## config.mk

```make
export PLATFORM = sky130hd
export DESIGN_NAME = apb_cmd_master
export DESIGN_NICKNAME = d
export VERILOG_FILES = /design/src/rtl/apb_cmd_master.sv
export SDC_FILE = /design/constraint.sdc
export NUM_CORES = 1
export LEC_CHECK = 0
export BUFFER_PORTS_ARGS = -buffer_cell sky130_fd_sc_hd__buf_2
export CORE_ASPECT_RATIO = 1.25
export CORE_MARGIN = 2
export CORE_UTILIZATION = 45
export CTS_CLUSTER_SIZE = 10
export DETAILED_ROUTE_END_ITERATION = 16
export PLACE_DENSITY = 0.69
export SLEW_MARGIN = 20
export SYNTH_ARGS = -nofsm -noshare
export SYNTH_HDL_FRONTEND = slang
export SYNTH_SLANG_ARGS = --single-unit
```

## constraint.sdc

```tcl
create_clock -name clk -period 2.4 [get_ports clk]
set_input_delay 0.12 -clock clk [delete_from_list [all_inputs] [get_ports clk]]
set_output_delay 0.12 -clock clk [all_outputs]
set_load 0.02 [all_outputs]
```

## src/rtl/apb_cmd_master.sv

```systemverilog
// APB3/APB4 master bridge: buffers {write, strb, addr, data} commands in a FIFO,
// issues one APB transfer per command and returns one response per command.
module apb_cmd_master #(
  parameter int DATA_WD    = 32,
  parameter int ADDR_WD    = 8,
  parameter int FIFO_DEPTH = 4,
  parameter int TIMEOUT    = 16,
  localparam int STRB_WD   = DATA_WD / 8,
  localparam int CMD_WD    = 1 + STRB_WD + ADDR_WD + DATA_WD,
  localparam int CNT_WD    = $clog2(FIFO_DEPTH) + 1
) (
  input  logic               clk,
  input  logic               rst_n,
  input  logic [CMD_WD-1:0]  cmd_in,
  input  logic               cmd_vld,
  output logic               cmd_rdy,
  output logic [CNT_WD-1:0]  fifo_cnt,
  output logic               rsp_vld,
  output logic               rsp_write,
  output logic [DATA_WD-1:0] rsp_data,
  output logic               rsp_err,
  output logic               rsp_timeout,
  output logic [ADDR_WD-1:0] paddr,
  output logic               psel,
  output logic               penable,
  output logic               pwrite,
  output logic [DATA_WD-1:0] pwdata,
  output logic [STRB_WD-1:0] pstrb,
  input  logic [DATA_WD-1:0] prdata,
  input  logic               pready,
  input  logic               pslverr
);

  localparam int PTR_WD  = $clog2(FIFO_DEPTH);
  localparam int WAIT_WD = (TIMEOUT > 1) ? $clog2(TIMEOUT) : 1;

  typedef enum logic [1:0] {IDLE, SETUP, ACCESS} state_e;

  state_e              state_q, state_d;
  logic [CMD_WD-1:0]   mem_q [FIFO_DEPTH];
  logic [PTR_WD-1:0]   wr_ptr_q, rd_ptr_q;
  logic [CNT_WD-1:0]   cnt_q;
  logic [WAIT_WD-1:0]  wait_q, wait_d;
  logic                push, pop, fifo_empty, done, timed_out;
  logic [CMD_WD-1:0]   head;

  logic [ADDR_WD-1:0]  paddr_q;
  logic                pwrite_q;
  logic [DATA_WD-1:0]  pwdata_q;
  logic [STRB_WD-1:0]  pstrb_q;
  logic                rsp_vld_q, rsp_write_q, rsp_err_q, rsp_timeout_q;
  logic [DATA_WD-1:0]  rsp_data_q;

  // Ready comes only from the stored count, so a full FIFO never accepts even while popping.
  assign fifo_empty = (cnt_q == '0);
  assign cmd_rdy    = (cnt_q != CNT_WD'(FIFO_DEPTH));
  assign push       = cmd_vld && cmd_rdy;
  assign head       = mem_q[rd_ptr_q];
  assign fifo_cnt   = cnt_q;

  generate
    if (TIMEOUT > 0) begin : g_timeout
      assign timed_out = (state_q == ACCESS) && !pready && (wait_q == WAIT_WD'(TIMEOUT - 1));
    end else begin : g_no_timeout
      assign timed_out = 1'b0;
    end
  endgenerate

  assign done = (state_q == ACCESS) && (pready || timed_out);
  assign pop  = !fifo_empty && ((state_q == IDLE) || done);

  always_ff @(posedge clk) begin
    if (push) mem_q[wr_ptr_q] <= cmd_in;
  end

  always_ff @(posedge clk or negedge rst_n) begin
    if (!rst_n) begin
      wr_ptr_q <= '0;
      rd_ptr_q <= '0;
      cnt_q    <= '0;
      state_q  <= IDLE;
      wait_q   <= '0;
    end else begin
      if (push) wr_ptr_q <= wr_ptr_q + PTR_WD'(1);
      if (pop)  rd_ptr_q <= rd_ptr_q + PTR_WD'(1);
      cnt_q   <= cnt_q + CNT_WD'(push) - CNT_WD'(pop);
      state_q <= state_d;
      wait_q  <= wait_d;
    end
  end

  always_comb begin
    state_d = state_q;
    wait_d  = wait_q;
    unique case (state_q)
      IDLE:    if (!fifo_empty) state_d = SETUP;
      SETUP: begin
        state_d = ACCESS;
        wait_d  = '0;
      end
      ACCESS: begin
        if (done) state_d = fifo_empty ? IDLE : SETUP;
        else      wait_d  = wait_q + WAIT_WD'(1);
      end
      default: state_d = IDLE;
    endcase
  end

  // Transfer fields are captured at pop and held until the next pop.
  always_ff @(posedge clk or negedge rst_n) begin
    if (!rst_n) begin
      paddr_q  <= '0;
      pwrite_q <= 1'b0;
      pwdata_q <= '0;
      pstrb_q  <= '0;
    end else if (pop) begin
      paddr_q  <= head[DATA_WD +: ADDR_WD];
      pwrite_q <= head[CMD_WD-1];
      pwdata_q <= head[DATA_WD-1:0];
      pstrb_q  <= head[CMD_WD-1] ? head[ADDR_WD+DATA_WD +: STRB_WD] : '0;
    end
  end

  always_ff @(posedge clk or negedge rst_n) begin
    if (!rst_n) begin
      rsp_vld_q     <= 1'b0;
      rsp_write_q   <= 1'b0;
      rsp_data_q    <= '0;
      rsp_err_q     <= 1'b0;
      rsp_timeout_q <= 1'b0;
    end else begin
      rsp_vld_q <= done;
      if (done) begin
        rsp_write_q   <= pwrite_q;
        rsp_data_q    <= (pready && !pwrite_q) ? prdata : '0;
        rsp_err_q     <= pready ? pslverr : 1'b1;
        rsp_timeout_q <= !pready;
      end
    end
  end

  assign psel        = (state_q != IDLE);
  assign penable     = (state_q == ACCESS);
  assign paddr       = paddr_q;
  assign pwrite      = pwrite_q;
  assign pwdata      = pwdata_q;
  assign pstrb       = pstrb_q;
  assign rsp_vld     = rsp_vld_q;
  assign rsp_write   = rsp_write_q;
  assign rsp_data    = rsp_data_q;
  assign rsp_err     = rsp_err_q;
  assign rsp_timeout = rsp_timeout_q;

endmodule
```

After elaboration in Yosys (flattened, before gate mapping)

Memory sizes are Yosys's and may differ from the RTL's.
Cells that the tools add are included.

Add/sub/neg operators: 5
Equality and inequality tests: 7
Multiplexer cells: 11
Reductions and logical operators: 17

Operators by type and width:

| cell                  | number |
|---|---|
| $mux W32              | 1 |
| $mux W4               | 2 |
| $pmux W4 S2           | 1 |
| $logic_and A1 B1 Y1   | 6 |
| $pmux W2 S3           | 1 |
| $add A2 B1 Y2 const B | 2 |
| $add A4 B1 Y4 const B | 1 |
| $eq A4 B4 Y1 const B  | 1 |
| $mux W1               | 4 |
| $mux W2               | 2 |
| $ne A2 B2 Y1 const B  | 2 |
| $reduce_and A2 Y1     | 2 |
| $reduce_bool A2 Y1    | 2 |
| $add A3 B1 Y3         | 1 |
| $logic_not A1 Y1      | 3 |
| $logic_not A3 Y1      | 1 |
| $ne A3 B3 Y1 const B  | 1 |
| $sub A3 B1 Y3         | 1 |
| $eq A2 B1 Y1 const B  | 1 |
| $eq A2 B2 Y1 const B  | 1 |
| $logic_not A2 Y1      | 1 |
| $logic_or A1 B1 Y1    | 2 |
| $ne A2 B1 Y1 const B  | 1 |

Bits in registers: 94
RAM bits: 180
Input port bits: 82
Output and inout port bits: 87
Word-level logic and storage cells: 55
Memories: 1

Memories:

| memory | depth | bits a word | read ports | clocked after memory_dff | wr ports | line | source |
|---|---|---|---|---|---|---|---|
| mem_q  | 4     | 45          | 1          | 0                        | 1        | 40   | `logic [CMD_WD-1:0] mem_q [FIFO_DEPTH];` |

Longest topological paths before layout

Gate-level depths: netlist of the first run.

Depth after elaboration: 8
Gate-level depth with buffers: 11
Gate-level depth less buffers: 10

Worst setup path after synthesis of the first run

Ideal clock, no wire load.

Path kind: reg-to-reg
Start point: reg wait_q[0]
End point: reg cnt_q[2], in the netlist fifo_cnt[2]
Setup time: 0.123 ns
Arrival: 2.377 ns
Required time: 2.277 ns
Slack: -0.100 ns
Stages on the path, launching flop included: 12
Path buffers: 2
Period minus slack after synthesis: 2.500 ns
Cells stage by stage: dfrtp_1 > ha_1 > a31oi_1 > a211oi_2 > buf_4 > buf_4 > ha_1 > inv_1 > ha_1 > fa_1 > xnor2_1 > xnor2_1

Word-level cells in the longest chain between the ends: 7

RTL lines:

| what                     | line | source |
|---|---|---|
| start: declaration       | 43   | `logic [WAIT_WD-1:0] wait_q, wait_d;` |
| start signal: assignment | 88   | `wait_q <= wait_d;` |
| $eq A4 B4 Y1             | 63   | `assign timed_out = (state_q == ACCESS) && !pready && (wait_q == WAIT_WD'(TIMEOUT - 1));` |
| $logic_and A1 B1 Y1      | 63   |  |
| $logic_or A1 B1 Y1       | 69   | `assign done = (state_q == ACCESS) && (pready \|\| timed_out);` |
| $logic_and A1 B1 Y1      | 69   |  |
| $logic_or A1 B1 Y1       | 70   | `assign pop = !fifo_empty && ((state_q == IDLE) \|\| done);` |
| $logic_and A1 B1 Y1      | 70   |  |
| named net pop            | 44   | `logic push, pop, fifo_empty, done, timed_out;` |
| $sub A3 B1 Y3            | 86   | `cnt_q <= cnt_q + CNT_WD'(push) - CNT_WD'(pop);` |
| end signal: assignment   | 86   |  |
| end: declaration         | 42   | `logic [CNT_WD-1:0] cnt_q;` |

The timed path passes the listed nets, and every way through them passes these cells.
A chain may end at the register's enable or synchronous reset.

Worst setup path after layout of the first run

Start point: reg wait_q[0]
End point: reg rsp_err_q, in the netlist rsp_err

Word-level cells in the longest chain between the ends: 4

RTL lines:

| what                   | line | source |
|---|---|---|
| $eq A4 B4 Y1           | 63   |  |
| $logic_and A1 B1 Y1    | 63   |  |
| $logic_or A1 B1 Y1     | 69   |  |
| $logic_and A1 B1 Y1    | 69   |  |
| end signal: assignment | 136  | `rsp_err_q <= pready ? pslverr : 1'b1;` |
| end: declaration       | 51   | `logic rsp_vld_q, rsp_write_q, rsp_err_q, rsp_timeout_q;` |

Every way passes these cells.

==> metrics.md, run 1 <==
| Metric | Value |
|---|---|
| Outcome | finished, final reports clean |
| Min Tclk post-route | between 2000 and 2500 ps |
| Setup Skew | 16.0 ps |
| Worst skew pair latency | roughly 540 ps |
| Row count | 61 |
| RSZ-0062 raised after global routing | false |
| Dpl cells | 1,000 |
| CP arrival | 2680 ps |
| DR vias/cell | slightly above 5 |
| Maximum VDD drop | 0.000761 V |
| Final worst setup slack | about 180 ps |
| Period Utilization, post-route | just over 90% |
| Crit end category | register |
| Slew @ Worst Pin | approximately 730 ps |
| Mux cell area share after synthesis | 14.5% |
| Crit path max-delay family | buffers and inverters |
| HP Class | in2reg |
| N_diodes | 0 |
| Setup_tns | 0 ps |
| Seq/Total Area, Yosys | between 70% and 80% |
| Ys flop type | edfxtp_1 |
| Max stage delay on crit path | between 500 and 600 ps |
| Synthesis warning total | 0 |
| Metal3 WL | between 1 and 1.5 mm |
| Iteration-0 DRC count of the detailed router | roughly 200 |
| Async SR Flop Fraction | about a third |
| ANT nets after route | 0 |
| Synthesized-area fraction occupied by adder cells | under 10% |
| Design area | 13,200 um^2 |
| First-pass GRT wire length | ~33 mm |
| Placement Setup Slack | approximately 180 ps |
| Max Clock Freq | approximately 450 MHz |
| Post-Synthesis Cells | ~560 |
| Max Cap Viol | 0 |
| Dpl hpwl | approximately 13 mm |
| Sink Count | about 270 |
| GPL Wtd Cong | approximately 0.8 |
| DIE HEIGHT | 173 um |
| Slowest stage cell, crit path | dlygate4sd3_1 |
| Relative slew slack | about half |
| Worst Path Buf+Inv | 2 |
| Root Buffer | clkbuf_16 |
| CTS Buf Count | 31 |
| Post-Synth Simple-Gate Area | around 5.3% |
| Pwr Density | about 1200 nW/um^2 |
| Leak | around 5.4 nW |
| Syn nets | between 600 and 700 |
| Syn Std Cell Area | roughly 10,000 um^2 |
| DRC violations left | 0 |
| Synth Register Bits | between 200 and 300 |
| Min Hold Slack | ~14 ps |
| M1 wire length | 8.45 mm |
| EDFF count, synth | between 150 and 200 |
| Post-Synth XOR/XNOR Area | 0.513% |
| Gr ovfl total | 0 |
| Worst-path maximum fanout | 35 |
| Clock Pin Slew Worst Setup and Hold Paths | ~60 ps |
| Routed via count | a little under 6,000 |
| Port bufs | around 170 |
| Cell Area, Placed | about 12,000 um^2 |
| Clk buf depth | 3 |
| Crit Path Category | reg2reg |
| Wire length on met2 | roughly 11 mm |
| Worst path cell trace | ha_2 -> and3_1 -> o21ai_2 -> inv_2 -> nor2_1 -> a31oi_1 -> dlygate4sd3_1 |
| Total power | between 15 and 20 mW |
| Fin nets | just over 900 |
| Core ar. | roughly 22,000 um^2 |
| Htree depth | 1 |
| Final Non-Filler Cells | 1,137 |
| Initial Utilization | a little under half |
| Largest net degree at the start of global routing | 53 |
| CTS tree | built |
| WL per Instance | 18.3 um |
| Largest family of logic cells by synthesized area | multiplexers |
| Vias in the first global route | 6,249 |
| Post-route core utilization | between 50% and 60% |
| Complex-gate fraction of the synthesized area | 0.952% |
| Syn-to-layout area delta | 28.8% |
| Gr usage total | between 10% and 20% |
| Distinct cells, synth | 36 |
| Initial antenna violation count | 0 |
| Die ar. | between 20,000 and 25,000 um^2 |
| Worst path required time | ~2900 ps |
| DR pass1 iterations | 4 |
| Fin. Hold Viols | 0 |
| Post-Route WL | ~21 mm |
| Highest Signal Layer | met4 |
| Syn Area/Cell | roughly 18 um^2 |
| # setup viols final | 0 |
| Fin. max-slew vios | 0 |
| Post-CTS Setup Inserts | 0 |
| Critical Path Start Type | register |
| Ports | around 170 |
| Die width | between 100 and 150 um |
| Share of layout cells above drive strength 1 | 37.1% |
-- area by class of cell --
class / instances / area, um^2
Fill cell: 1664 / 9080
Inverter: 20 / 75.1
Tap cell: 283 / 354
Multi-Input combinational cell: 238 / 2320
Clock buffer: 54 / 862
Sequential cell: 274 / 7760
Timing Repair Buffer: 266 / 1820
Clock inverter: 2 / 13.8
-- cell families (layout without fill, tap and decap cells) --
group,count (synthesis),count (layout)
DFF,274,274
muxes,87,87
adders and majority gates,8,8
xor gates and xnor gates,6,6
AOI/OAI and AO/OA,16,16
buffers and inverters,46,342
and+or+nand+nor,121,121
-- worst reg2reg max path: stages (launching register included) --
cell           delay, ps
dfrtp_1              400
ha_2                 240
and3_1               230
o21ai_2               80
inv_2                410
nor2_1                80
a31oi_1              150
dlygate4sd3_1        570
-- timing repair --
item | 4_1_cts | 5_1_grt
hold buffers | 81 | 0
hold endpoints to repair | 256 | 0
resized for setup | 0 | 0
-- cells in the mapped netlist, types with 2 or more instances --
library cell / count / share of area, %
clkbuf_1: 8 / 0.29
and3_1: 5 / 0.31
dfrtp_1: 94 / 23
mux4_2: 45 / 9.9
nor2_1: 2 / 0.073
ha_1: 7 / 0.85
and2_1: 2 / 0.12
inv_1: 19 / 0.70
mux2_2: 40 / 4.4
buf_4: 4 / 0.29
nand3_1: 35 / 1.7
o22ai_1: 4 / 0.24
a21oi_1: 2 / 0.098
buf_1: 4 / 0.15
buf_6: 2 / 0.22
buf_2: 8 / 0.39
a31oi_1: 2 / 0.12
xnor2_1: 5 / 0.43
or3_1: 2 / 0.12
nand2b_1: 2 / 0.12
o21ai_0: 5 / 0.24
edfxtp_1: 180 / 53
nand2_1: 68 / 2.5
-- placed cells by master (no fill, tap or decap), types with 3 or more instances in the layout --
master / instances
edfxtp_1: 180
nand3_1: 35
mux4_2: 45
mux2_2: 40
clkbuf_16: 31
o22ai_1: 4
ha_1: 6
and3_2: 4
inv_1: 19
buf_4: 15
dfrtp_1: 92
buf_2: 167
dlygate4sd3_1: 81
o21ai_0: 5
clkbuf_1: 23
xnor2_1: 5
buf_12: 3
nand2_1: 68
-- report_power, final --
part / total [mW] / leakage [nW] / switching, mW / internal (mW)
registers: 7.10 / 2.82 / 0.677 / 6.43
logic: 5.22 / 2.12 / 2.84 / 2.38
clock network: 4.07 / 0.418 / 1.67 / 2.40
total: 16.4 / 5.36 / 5.19 / 11.2
-- state kept, by name, indices dropped and copies added, names as in the netlist --
name	count
mem_q	180
pwdata	32
rsp_data	32
paddr	8
pstrb	4
wait_q	4
fifo_cnt	3
rd_ptr_q	2
state_q	2
wr_ptr_q	2
pwrite	1
rsp_err	1
rsp_timeout	1
rsp_vld	1
rsp_write	1
-- per-layer routing --
| layer | vias up | track usage, % |
|---|---|---|
| met3 | 31 | 3.82 |
| li1 | 2648 | - |
| met4 | 0 | 3.91 |
| met5 | - | 0 |
| met2 | 195 | 31.4 |
| met1 | 2943 | 21.1 |
-- final timing paths --
path	from	endpoint	slack, ps	cells after the start
setup / recovery	wait_q[0]	rsp_err	180	7
hold / removal	cmd_vld	wr_ptr_q[0]	10	3
setup reg to reg	wait_q[0]	rsp_err	180	7
hold reg to reg	rsp_data[1]	rsp_data[1]	460	2
max in group asynchronous	rst_n	pstrb[2]	1520	3
min in group asynchronous	rst_n	rsp_data[2]	140	2
Power figures use the tool's default switching activity.
==> run 2, diff against run 1 <==
--- a/config.mk
+++ b/config.mk
@@ -5,13 +5,13 @@
 export SDC_FILE = /design/constraint.sdc
 export NUM_CORES = 1
 export LEC_CHECK = 0
-export BUFFER_PORTS_ARGS = -buffer_cell sky130_fd_sc_hd__buf_2
 export CORE_ASPECT_RATIO = 1.25
 export CORE_MARGIN = 2
 export CORE_UTILIZATION = 45
+export CTS_BUF_LIST = sky130_fd_sc_hd__clkbuf_8
 export CTS_CLUSTER_SIZE = 10
 export DETAILED_ROUTE_END_ITERATION = 16
-export PLACE_DENSITY = 0.69
+export DONT_BUFFER_PORTS = 1
 export SLEW_MARGIN = 20
 export SYNTH_ARGS = -nofsm -noshare
 export SYNTH_HDL_FRONTEND = slang
==> run 2 against run 1 <==
Effect of this change: critical path depth increased by 2; setup slack improved by 12 ps; clock-buffer cell count decreased by 4; clock power decreased by 5%; maximum frequency is 0.56% higher; final cell count fell by 12%; sequential power grew 11%; flip-flop and latch count unchanged; sequential share of layout area grew 3.6 points; combinational power is 25% lower; critical path type unchanged.
==> metrics.md, run 2 (synthesis results as in run 1) <==
| Metric | Value |
|---|---|
| Outcome | finished, final reports clean |
| Port bufs | 0 |
| Max Cap Viol | 0 |
| Design area | 12,400 um^2 |
| Fill count | approximately 1,700 |
| Share of layout cells above drive strength 1 | 25.0% |
| Core ar. | about 22,000 um^2 |
| Post-Route WL | a little over 20 mm |
| Hold Crit Depth | 4 |
| Period Utilization, post-route | around nine tenths |
| CP startpoint | wait_q[0] |
| Initial Utilization | 46.0% |
| Largest register FFs | 180 |
| Dpl hpwl | approximately 12 mm |
| Most common cell after layout, fill and taps aside | edfxtp_1 |
| # setup viols final | 0 |
| Root Buffer | clkbuf_8 |
| Gr ovfl total | 0 |
| Fin nets | a little under 800 |
| Gr usage total | between 15 and 20% |
| Clk buf depth | 3 |
| DR vias/cell | between 5 and 6 |
| Worst path cell trace | ha_2 -> a31oi_4 -> a211oi_4 -> ha_1 -> inv_1 -> ha_1 -> fa_1 -> xnor2_1 -> xnor2_1 |
| DIE HEIGHT | about 170 um |
| Critical Path Start Type | register |
| Fin. max-slew vios | 0 |
| N_diodes | 0 |
| Worst setup endpoint | fifo_cnt[2] |
| Row count | 61 |
| Initial antenna violation count | 0 |
| Crit end category | register |
| Crit Path Category | reg2reg |
| Leak | between 4 and 5 nW |
| Clock Pin Slew Worst Setup and Hold Paths | approximately 60 ps |
| Setup Skew | 17.5 ps |
| Ports | roughly 170 |
| Min Tclk post-route | 2200 ps |
| Slew @ Worst Pin | around 760 ps |
| DR pass1 iterations | 6 |
| Worst hold start | pready |
| Fin. Hold Viols | 0 |
| Worst-case reg-to-reg path depth | 9 |
| Worst reg-to-reg setup slack | between 150 and 200 ps |
| Post-CTS Setup Inserts | 0 |
| WL per Instance | about 21 um |
| Max stage delay on crit path | 410 ps |
| Routed via count | between 5,000 and 6,000 |
| HP Class | in2reg |
| Worst skew pair latency | around 540 ps |
| First-pass GRT wire length | roughly 32 mm |
| Relative slew slack | approximately half |
| Iteration-0 DRC count of the detailed router | approximately 250 |
| Resize count post-CTS | 0 |
| Max Clock Freq | 454 MHz |
| Htree depth | 2 |
| Maximum VDD drop | around 0.0008 V |
| RR Endpoint | fifo_cnt[2] |
| Syn-to-layout area delta | 21.3% |
| Largest net degree at the start of global routing | 95 |
| Worst-path maximum fanout | 4 |
| CTS tree | built |
| Die width | ~140 um |
| CP arrival | 2660 ps |
| Worst path required time | 2850 ps |
| Hold_buf cts | just over 80 |
| Pwr Density | ~1300 nW/um^2 |
| Cell Area, Placed | around 11,000 um^2 |
| DRC violations left | 0 |
| Register with the most flip-flops | mem_q |
| Sink Count | roughly 270 |
| CTS Buf Count | 44 |
| Vias in the first global route | around 5,700 |
| Setup_tns | 0 ps |
| RSZ-0062 raised after global routing | false |
| Die ar. | roughly 24,000 um^2 |
| R2r startpoint | wait_q[0] |
| ANT nets after route | 0 |
| Most frequent cells in the layout | 180 x edfxtp_1, 92 x dfrtp_1, 81 x dlygate4sd3_1, 68 x nand2_1, 50 x clkbuf_8 |
| GPL Wtd Cong | 0.867 |
| Slowest stage cell, crit path | dfrtp_1 |
==> run 2: cell count changes in the layout (fill, tap and decap cells not counted), moves of 2 or more <==
cell,change
buf_12,+3
clkbuf_16,-31
buf_4,-2
clkinv_1,+3
clkinvlp_4,+2
clkbuf_1,-23
inv_1,+18
buf_2,-167
bufinv_16,+2
clkbuf_8,+50
clkinv_2,+3
==> run 2: how the worst min path moves through the flow <==
stage                   end  slack (ps)
2_1_floorplan   fifo_cnt[0]        -180
5_1_grt         rsp_data[7]          60
3_5_place_dp   rsp_data[18]        -170
4_1_cts        rsp_data[31]          30
3_3_place_gp   rsp_data[18]        -170
6_report       rsp_data[31]          70
==> run 2: stage by stage <==
stage	cells	hold slack (ps)	worst slack, ps	utilization, %	total power [mW]
6_report	996	67.3	195	55.8	15.7
3_5_place_dp	834	-174	202	48.1	11.8
2_1_floorplan	558	-176	11.8	-	10.7
5_1_grt	996	63.2	78.8	55.8	16.6
4_1_cts	996	28.7	179	55.8	15.9
3_3_place_gp	834	-172	236	48.1	11.7
==> run 2: area by class of cell <==
class | instances | area (um^2) | area share, %
Timing Repair Buffer | 101 | 1060 | 8.49
Clock buffer | 50 | 688 | 5.53
Tap cell | 283 | 354 | 2.85
Inverter | 20 | 75.1 | 0.604
Sequential cell | 274 | 7760 | 62.4
Clock inverter | 30 | 183 | 1.47
Multi-Input combinational cell | 238 | 2320 | 18.6
==> run 2: worst max-delay path: cells and delay by family (launching register included) <==
family | cells | cell delay (ps)
XOR/XNOR | 2 | 340
AO/OA/AOI/OAI | 2 | 290
flip-flops | 1 | 410
adder cells (fa/ha/maj) | 4 | 1050
buffers and inverters | 1 | 40
==> run 2: metal layers <==
metal | up-vias | share of wire, % | routed length, um | GRT usage [%]
met5 | - | 0 | 0 | 0
met4 | 0 | 2.4 | 500 | 5.64
met3 | 46 | 7.7 | 1580 | 5.57
met2 | 221 | 54 | 11100 | 31.9
met1 | 2711 | 36 | 7300 | 18.2
li1 | 2350 | - | - | -
==> run 2: report_power, final <==
| part | switching, mW | internal [mW] |
|---|---|---|
| Clock | 1.75 | 2.12 |
| Sequential | 1.49 | 6.41 |
| Combinational | 1.88 | 2.01 |
| Total | 5.12 | 10.5 |
